<file path="src/rtl/exp_mailbox.sv">
// Expansion-port byte mailbox between the Z80 I/O space and a host controller.
// Optional registered interrupt on RX data is enabled by defining EXP_MAILBOX_IRQ_EN.
module exp_mailbox #(
   parameter logic [15:0] BASE       = 16'hFBD0,
   parameter int          DEPTH_LOG2 = 4
) (
   input  logic        clk,
   input  logic        reset_n,
   input  logic [15:0] cpu_addr,
   input  logic [7:0]  cpu_dout,
   output logic [7:0]  cpu_din,
   input  logic        iorq,
   input  logic        rd,
   input  logic        wr,
   input  logic        m1,
   output logic        irq,
   input  logic [7:0]  h_tx_data,
   input  logic        h_tx_valid,
   output logic        h_tx_ready,
   output logic [7:0]  h_rx_data,
   output logic        h_rx_valid,
   input  logic        h_rx_ready
);

   localparam int                    DEPTH    = 1 << DEPTH_LOG2;
   localparam logic [DEPTH_LOG2:0]   CNT_FULL = {1'b1, {DEPTH_LOG2{1'b0}}};
   localparam logic [DEPTH_LOG2:0]   CNT_ZERO = '0;
   localparam logic [DEPTH_LOG2:0]   CNT_ONE  = (DEPTH_LOG2 + 1)'(1);
   localparam logic [DEPTH_LOG2-1:0] PTR_ONE  = DEPTH_LOG2'(1);

   // Bus decode and edge registers
   logic sel;
   logic acc_rd;
   logic acc_wr;
   logic acc_rd_q;
   logic acc_wr_q;
   logic rd_arm_q;
   logic idle_seen_q;
   logic wr_edge;
   logic rd_fall;
   logic ctl_wr;

   // FIFO state
   logic [7:0]            rx_mem [DEPTH];
   logic [7:0]            tx_mem [DEPTH];
   logic [DEPTH_LOG2-1:0] rx_wr_ptr;
   logic [DEPTH_LOG2-1:0] rx_rd_ptr;
   logic [DEPTH_LOG2-1:0] tx_wr_ptr;
   logic [DEPTH_LOG2-1:0] tx_rd_ptr;
   logic [DEPTH_LOG2:0]   rx_count;
   logic [DEPTH_LOG2:0]   tx_count;
   logic                  rx_not_empty;
   logic                  tx_not_full;
   logic                  rx_push;
   logic                  rx_pop;
   logic                  tx_push_try;
   logic                  tx_push;
   logic                  tx_pop;

   logic       tx_drop;
   logic       irq_en;
   logic [7:0] status;
   logic       unused_bits;

   assign sel    = iorq & ~m1 & (cpu_addr[15:1] == BASE[15:1]);
   assign acc_rd = sel & rd;
   assign acc_wr = sel & wr;

   // idle_seen_q stays low until the bus has been idle once after reset, so an
   // access already in flight at reset release never pushes or pops.
   assign wr_edge = acc_wr & ~acc_wr_q & idle_seen_q;
   assign rd_fall = acc_rd_q & ~acc_rd & idle_seen_q;
   assign ctl_wr  = wr_edge & cpu_addr[0];

   assign rx_not_empty = (rx_count != CNT_ZERO);
   assign tx_not_full  = (tx_count != CNT_FULL);

   // Host handshakes: a byte moves on any clock where valid and ready are both
   // high; ready/valid come only from registered counts, never from the peer.
   assign h_tx_ready = (rx_count != CNT_FULL);
   assign h_rx_valid = (tx_count != CNT_ZERO);
   assign h_rx_data  = tx_mem[tx_rd_ptr];

   assign rx_push     = h_tx_valid & h_tx_ready;
   assign rx_pop      = rd_fall & rd_arm_q;
   assign tx_push_try = wr_edge & ~cpu_addr[0];
   assign tx_push     = tx_push_try & tx_not_full;
   assign tx_pop      = h_rx_valid & h_rx_ready;

   assign status = {irq_en, 3'b000, tx_drop, 1'b0, tx_not_full, rx_not_empty};

   always_comb begin
      cpu_din = 8'hFF;
      if (acc_rd) begin
         if (cpu_addr[0]) begin
            cpu_din = status;
         end else if (rx_not_empty) begin
            cpu_din = rx_mem[rx_rd_ptr];
         end
      end
   end

   always_ff @(posedge clk) begin
      if (!reset_n) begin
         acc_rd_q    <= 1'b0;
         acc_wr_q    <= 1'b0;
         rd_arm_q    <= 1'b0;
         idle_seen_q <= 1'b0;
      end else begin
         acc_rd_q <= acc_rd;
         acc_wr_q <= acc_wr;
         // Pop only what was actually presented on the last clock of the read.
         rd_arm_q <= acc_rd & ~cpu_addr[0] & rx_not_empty;
         if (!acc_rd && !acc_wr) begin
            idle_seen_q <= 1'b1;
         end
      end
   end

   always_ff @(posedge clk) begin
      if (rx_push) begin
         rx_mem[rx_wr_ptr] <= h_tx_data;
      end
      if (tx_push) begin
         tx_mem[tx_wr_ptr] <= cpu_dout;
      end
   end

   always_ff @(posedge clk) begin
      if (!reset_n) begin
         rx_wr_ptr <= '0;
         rx_rd_ptr <= '0;
         rx_count  <= '0;
      end else begin
         if (rx_push) begin
            rx_wr_ptr <= rx_wr_ptr + PTR_ONE;
         end
         if (rx_pop) begin
            rx_rd_ptr <= rx_rd_ptr + PTR_ONE;
         end
         case ({rx_push, rx_pop})
            2'b10:   rx_count <= rx_count + CNT_ONE;
            2'b01:   rx_count <= rx_count - CNT_ONE;
            default: rx_count <= rx_count;
         endcase
      end
   end

   always_ff @(posedge clk) begin
      if (!reset_n) begin
         tx_wr_ptr <= '0;
         tx_rd_ptr <= '0;
         tx_count  <= '0;
      end else begin
         if (tx_push) begin
            tx_wr_ptr <= tx_wr_ptr + PTR_ONE;
         end
         if (tx_pop) begin
            tx_rd_ptr <= tx_rd_ptr + PTR_ONE;
         end
         case ({tx_push, tx_pop})
            2'b10:   tx_count <= tx_count + CNT_ONE;
            2'b01:   tx_count <= tx_count - CNT_ONE;
            default: tx_count <= tx_count;
         endcase
      end
   end

   // Full is judged on the registered count, so a same-cycle host pop cannot
   // rescue a CPU write into a full TX FIFO.
   always_ff @(posedge clk) begin
      if (!reset_n) begin
         tx_drop <= 1'b0;
      end else if (ctl_wr && cpu_dout[3]) begin
         tx_drop <= 1'b0;
      end else if (tx_push_try && !tx_not_full) begin
         tx_drop <= 1'b1;
      end
   end

`ifdef EXP_MAILBOX_IRQ_EN
   logic irq_q;

   always_ff @(posedge clk) begin
      if (!reset_n) begin
         irq_en <= 1'b0;
         irq_q  <= 1'b0;
      end else begin
         if (ctl_wr) begin
            irq_en <= cpu_dout[7];
         end
         irq_q <= irq_en & rx_not_empty;
      end
   end

   assign irq = irq_q;
`else
   assign irq_en = 1'b0;
   assign irq    = 1'b0;
`endif

   assign unused_bits = &{1'b0, cpu_dout};

endmodule

</file>
<file path="config.mk">
export PLATFORM = sky130hd
export DESIGN_NAME = exp_mailbox
export DESIGN_NICKNAME = d
export VERILOG_FILES = /design/src/rtl/exp_mailbox.sv
export SDC_FILE = /design/constraint.sdc
export NUM_CORES = 1
export LEC_CHECK = 0
export BUFFER_PORTS_ARGS = -buffer_cell sky130_fd_sc_hd__clkbuf_2
export CAP_MARGIN = 10
export CORE_UTILIZATION = 47
export CTS_BUF_LIST = sky130_fd_sc_hd__clkbuf_4
export CTS_CLUSTER_SIZE = 16
export DETAILED_ROUTE_END_ITERATION = 10
export MAX_ROUTING_LAYER = met4
export PLACE_DENSITY_LB_ADDON = 0.25
export SLEW_MARGIN = 20
export SYNTH_ARGS = -nofsm -noshare
export SYNTH_HDL_FRONTEND = slang
export SYNTH_SLANG_ARGS = --single-unit
</file>
<file path="constraint.sdc">
create_clock -name clk -period 9.71 [get_ports clk]
set_input_delay 0.971 -clock clk [delete_from_list [all_inputs] [get_ports clk]]
set_output_delay 0.971 -clock clk [all_outputs]
set_load 0.005 [all_outputs]
</file>
==> flow_summary.ini, run 1 <==
[power_and_ir_drop]
p_leak_nw = 4.39
finalPower_w = 0.00240
ir_worst_vdd_mv = 0.109
power_density_nw_per_um2 = 180

[placement]
routabilityCongestion = 0.808
port_buffers = 57
dp_hpwl_mm = 15.4

[logic_synthesis]
ys_warn_count = 0
ys_seq_elements = 295
synth_largest_area_cell = edfxtp_1
synthDistinctLibCells = 56
synth_edf_count = 256
yosys.area.top_type_share = 0.649
yosysSeqAreaShare = 0.715
syn_area_sq_um = 11800
async_flop_share = 0
synth.most_common_cell = edfxtp_1
synth_nets = 733
synthTopCellsByArea = edfxtp_1, mux4_2, dfxtp_1
synth_common_cells = edfxtp_1, mux4_2, nor2_1, dfxtp_1, a21oi_1
synthCells = 675
ys.flop_type = edfxtp_1
avgSynthCellArea_sq_um = 17.6

[worst_hold_path]
hp-start = tx_count[4]
hp-class = reg -> reg
whs_path_depth = 2
min_to = tx_count[4]

[layout]
drive_above_1_share = 0.299
synthToLayoutAreaGrowth_pct = 12.7
nets = 842
fillers = 1993

[floorplanning]
die_area_sq_um = 25800
start_util = 0.483
io_pins = 59
fp-row-count = 57
coreArea_sq_um = 24500
dieWidth_microns = 161
fp.dieH_microns = 161

[drt]
viasPerCell = 5.44
drt_iter0_markers = 426
wl_per_cell_microns = 19.9
ant_nets = 0
num_vias = 6343
drcViolationCount = 0
routed_wl_mm = 23.2
dr.pass1.iters = 5

[critical_path]
reg2reg_from = tx_count[0]
path_buf_inv = 1
start_kind = register
crit_type = reg -> out
max_stage_delay_ns = 0.61
cp_slowest_cell = nor2b_1
worstRegToRegCells = 12
crit_family = simple AND/OR/NAND/NOR gates
critPathMaxFanout = 7
critPathCaptureType = primary output
cp_cell_sequence = nor4_1, nor2b_1, nor2_1, and3_1, o21ai_0, clkbuf_2
reg2reg_to = tx_count[4]
worstPathArrival_ns = 3.08
rrSetupSlack_ns = 6.30
cp.required_ns = 8.74

[sta]
drv_slew = 0
slew_headroom = 0.378
setup_viol = 0
hold_ws_ns = 0.520
fin_crit_sh = 0.417
tightest_slew_ns = 0.930
rsz0062_at_grt = false
tns_ns = 0
hold_viol_final = 0
fin_crit_ns = 4.05
skew_ns = 0.0505
clock.fmax_ghz = 0.247

[clock_network]
postCtsSetupRepairBufs = 0
clkTransAtPathRegs_ns = 0.06
numClockSinks = 295
cts_max_path_buffers = 3
cts_buffers = 75
ctsHtreeMaxLevel = 3
tritoncts = done
cts_hold_buffers = 0
cts-root-buf = clkbuf_4
cts_resized = 0
clock_latency_ns = 0.65

[global_routing]
grt_max_degree = 40
gr-usage-all-layers = 0.197
antenna_found_initial = 1
grt_pass1_wl_mm = 37.2
grt_overflow_total = 0
grt_pass1_vias = 6877

[flow_run]
cap_viol_max_count = 0

[run_status]
status = completed
[through the flow]
step	setup slack, ns	cell area, sq um	util	std cells
floorplan	5.89	11800	-	675
global placement	5.42	12400	0.507	1031
global route	5.43	13400	0.544	1166
finish	5.66	13400	0.544	1166
detailed placement	5.25	12500	0.508	1031
CTS	5.39	13300	0.544	1164
[power breakdown]
group / leakage (nW) / internal, W / switching (W) / total [W]
Sequential: 2.62 / 0.00138 / 0.00000404 / 0.00139
Clock: 0.533 / 0.000486 / 0.000465 / 0.000952
Combinational: 1.24 / 0.0000196 / 0.0000429 / 0.0000625
[placed cells by master (no fill, tap or decap), types with 5 or more instances in the layout]
master,count
nor2b_1,6
edfxtp_1,256
nand2b_1,6
inv_2,5
nor2_1,54
xor2_1,8
or3_1,5
mux2i_1,18
inv_1,15
ha_1,17
buf_4,9
mux4_2,65
clkbuf_2,57
clkbuf_4,101
nor3_1,9
a21oi_1,33
clkinv_1,26
o21ai_0,14
dfxtp_1,37
nand2_1,25
nand3_1,5
[worst min-delay path, stage by stage (launching register included)]
cell and delay, ns:
dfxtp_1 0.33, o211ai_1 0.08, o31ai_1 0.07
[area by class of cell]
type | instances | area [sq um] | area share
Tap cell | 324 | 405 | 0.0304
Clock buffer | 101 | 758 | 0.0568
Inverter | 18 | 70.1 | 0.00525
Multi-Input combinational cell | 328 | 3160 | 0.237
Antenna cell | 2 | 5.00 | 0.000375
Clock inverter | 32 | 128 | 0.00956
Sequential cell | 295 | 8470 | 0.635
Timing Repair Buffer | 66 | 353 | 0.0264
[layer usage]
layer / vias to the layer above / wire, microns / global-route usage
met5: - / 0 / -
met4: 0 / 367 / 0.0708
li1: 2955 / - / -
met2: 183 / 12000 / 0.324
met1: 3168 / 9670 / 0.241
met3: 37 / 1110 / 0.0418
[state kept, by name, indices dropped and copies added, names as in the netlist, named ones only]
name         cells
acc_rd_q         1
acc_wr_q         1
idle_seen_q      1
rd_arm_q         1
rx_count         5
rx_mem         128
rx_rd_ptr        4
rx_wr_ptr        4
tx_count         5
tx_drop          1
tx_mem         128
tx_rd_ptr        4
tx_wr_ptr        4
[logic make-up (layout without fill, tap and decap cells)]
logic type	after synthesis	count (layout)	share of synthesized area
muxes	83	83	0.139
DFF	295	295	0.715
adders and majority gates	18	18	0.0196
and+or+nand+nor	139	139	0.0596
buffers and inverters	52	217	0.0195
AOI/OAI and AO/OA	75	75	0.0386
xor gates and xnor gates	12	12	0.00887
other	1	3	0.000316
[worst max-delay path by stage]
stage / start / to / slack [ns] / depth (start not counted)
6_report: rx_count[1] / cpu_din[3] / 5.66 / 6
5_1_grt: rx_count[0] / cpu_din[3] / 5.43 / 6
4_1_cts: register / cpu_din[3] / 5.39 / 6
3_5_place_dp: m1 / rx_count[4] / 5.25 / 12
3_3_place_gp: m1 / rx_count[4] / 5.42 / 12
2_1_floorplan: m1 / rx_count[4] / 5.89 / 11
Note: power is estimated with default switching activity, not from simulation.
==> run 2, diff against run 1 <==
--- a/config.mk
+++ b/config.mk
@@ -5,6 +5,7 @@
 export SDC_FILE = /design/constraint.sdc
 export NUM_CORES = 1
 export LEC_CHECK = 0
+export ABC_AREA = 1
 export BUFFER_PORTS_ARGS = -buffer_cell sky130_fd_sc_hd__clkbuf_2
 export CAP_MARGIN = 10
 export CORE_UTILIZATION = 47
==> constraint.sdc (replaced) <==
create_clock -name clk -period 3.65 [get_ports clk]
set_input_delay 0.365 -clock clk [delete_from_list [all_inputs] [get_ports clk]]
set_output_delay 0.365 -clock clk [all_outputs]
set_load 0.005 [all_outputs]
==> run 2 against run 1 <==
Routed wire length is 18% higher; count of clock-buffer cells in the layout is 18 higher; sequential power grew to 2.8 times the previous value; critical endpoint is now cpu_din[0]; largest cell class unchanged; largest power group unchanged.
==> flow_summary.ini, run 2 <==
[run_status]
status = completed

[power_and_ir_drop]
finalPower_w = 0.00793
p_leak_nw = 5.07
ir_worst_vdd_mv = 0.276
power_density_nw_per_um2 = 563

[critical_path]
cp.required_ns = 3.28
cp_cell_sequence = inv_4, nor2_1, o211ai_1, nand3_1, nand3b_1, nand2_1, nand2_1, clkbuf_2
crit_type = reg -> out
worstPathArrival_ns = 2.81
crit_family = buffers and inverters
critPathMaxFanout = 64
path_buf_inv = 2
critPathCaptureType = primary output
cp_common_cell = nand2_1
reg2reg_to = rx_count[4]
worstRegToRegCells = 13
reg2reg_from = rx_count[0]
max_stage_delay_ns = 0.57
start_kind = register
cp_slowest_cell = inv_4
rrSetupSlack_ns = 1.13

[sta]
hold_viol_final = 0
rsz0062_at_grt = false
setup_viol = 0
drv_slew = 0
tns_ns = 0
tightest_slew_ns = 0.981
fin_crit_ns = 3.17
clock.fmax_ghz = 0.315
skew_ns = 0.0584
fin_crit_sh = 0.869
slew_headroom = 0.344

[layout]
drive_above_1_share = 0.189
synthToLayoutAreaGrowth_pct = 12.9
largestRegisters = rx_mem: 128 flops, tx_mem: 128 flops
nets = 1209
mostFrequentLayoutCells = edfxtp_1, nor2_1, clkbuf_4, nand2_1, o21ai_0
final_common_cell = edfxtp_1

[logic_synthesis]
synthDistinctLibCells = 37
ys.flop_type = edfxtp_1
synth_common_cells = edfxtp_1, nor2_1, inv_1, nand2_1, o21ai_0
synth_edf_count = 256
synth_largest_area_cell = edfxtp_1
syn_area_sq_um = 12500
yosysSeqAreaShare = 0.679
synth.most_common_cell = edfxtp_1
async_flop_share = 0
synthCells = 1051
synthTopCellsByArea = edfxtp_1, dfxtp_1, nor2_1
ys_seq_elements = 295
synth_nets = 1109
yosys.area.top_type_share = 0.616
avgSynthCellArea_sq_um = 11.9
ys_warn_count = 0

[global_routing]
antenna_found_initial = 1
grt_max_degree = 65
gr-usage-all-layers = 0.214
grt_pass1_wl_mm = 42.6
grt_pass1_vias = 7866
grt_overflow_total = 0

[placement]
routabilityCongestion = 0.761
dp_hpwl_mm = 16.6
port_buffers = 57

[clock_network]
clock_latency_ns = 0.72
cts_buffers = 78
clkTransAtPathRegs_ns = 0.06
cts_max_path_buffers = 3
numClockSinks = 295
cts_hold_buffers = 1
cts_resized = 0
tritoncts = done
ctsHtreeMaxLevel = 3
cts-root-buf = clkbuf_4
postCtsSetupRepairBufs = 0

[drt]
ant_nets = 0
num_vias = 8230
wl_per_cell_microns = 17.7
drt_iter0_markers = 586
viasPerCell = 5.31
dr.pass1.iters = 4
drcViolationCount = 0
routed_wl_mm = 27.4

[worst_hold_path]
hp-start = h_tx_valid
min_to = rx_wr_ptr[0]
hp-class = in -> reg
whs_path_depth = 3

[floorplanning]
dieWidth_microns = 165
die_area_sq_um = 27200
start_util = 0.479
coreArea_sq_um = 26100
io_pins = 59
fp.dieH_microns = 165
fp-row-count = 59

[flow_run]
cap_viol_max_count = 0
[run 2: cell count changes in the layout (fill, tap and decap cells not counted), moves of 49 or more]
cell,delta
inv_1,+58
mux4_2,-65
nand2_1,+49
nor2_1,+108
o211ai_1,+63
o21ai_0,+60
o21ai_1,+49
[run 2: logic make-up after synthesis]
logic type               synth area share
AND/OR/NAND/NOR                     0.111
flip-flops                          0.679
AO/OA/AOI/OAI                       0.112
buffers and inverters              0.0472
multiplexers                       0.0257
adder cells (fa/ha/maj)            0.0187
XOR/XNOR                          0.00632
other                            0.000301
[run 2: layout make-up]
type / instances / area, sq um
Fill cell: 2292 / 12000
Sequential cell: 295 / 8470
Multi-Input combinational cell: 618 / 3420
Clock buffer: 119 / 893
Timing Repair Buffer: 71 / 430
Tap cell: 335 / 419
Inverter: 87 / 329
Clock inverter: 24 / 118
Antenna cell: 1 / 2.50
[run 2: report_power, final]
| part | switching [W] | internal [W] |
|---|---|---|
| Clock | 0.00134 | 0.00150 |
| Combinational | 0.000729 | 0.000480 |
| Sequential | 0.000145 | 0.00373 |
| Total | 0.00222 | 0.00572 |
[run 2: worst max path at each step]
| stage | start | end | slack [ns] | depth (start not counted) |
|---|---|---|---|---|
| 2_1_floorplan | cpu_addr[10] | tx_count[4] | 1.19 | 19 |
| 6_report | register | cpu_din[0] | 0.48 | 8 |
| 4_1_cts | register | cpu_din[0] | 0.47 | 8 |
| 3_5_place_dp | cpu_addr[10] | tx_count[4] | 0.94 | 19 |
| 3_3_place_gp | cpu_addr[10] | tx_count[4] | 1.02 | 19 |
| 5_1_grt | register | cpu_din[3] | 0.27 | 8 |
[run 2: through the flow]
step                      instances  hold WS (ns)  area [sq um]   util  setup slack [ns]
final                          1550        0.0508         14100  0.540             0.479
after detailed placement       1405         0.470         13100  0.501             0.940
after global routing           1550        0.0319         14100  0.540             0.274
after floorplan                1051         0.437         12500      -              1.19
after global placement         1405         0.461         13100  0.501              1.02
after CTS                      1549        0.0165         14100  0.540             0.466
[run 2: routing by layer]
layer  up-vias  wire, microns  part of all wire  global-route usage
li1       3998              -                 -                   -
met1      3953          12300              0.45               0.282
met2       249          13100              0.48               0.334
met3        30           1640             0.060              0.0452
met4         0            320             0.012              0.0676
met5         -              0                 0                   -
[run 2: tightest hold or removal path, delay by kind of cell]
kind	cells	cell delay, ns
buf+inv	1	0.10
compound gates	1	0.08
simple gates	1	0.13
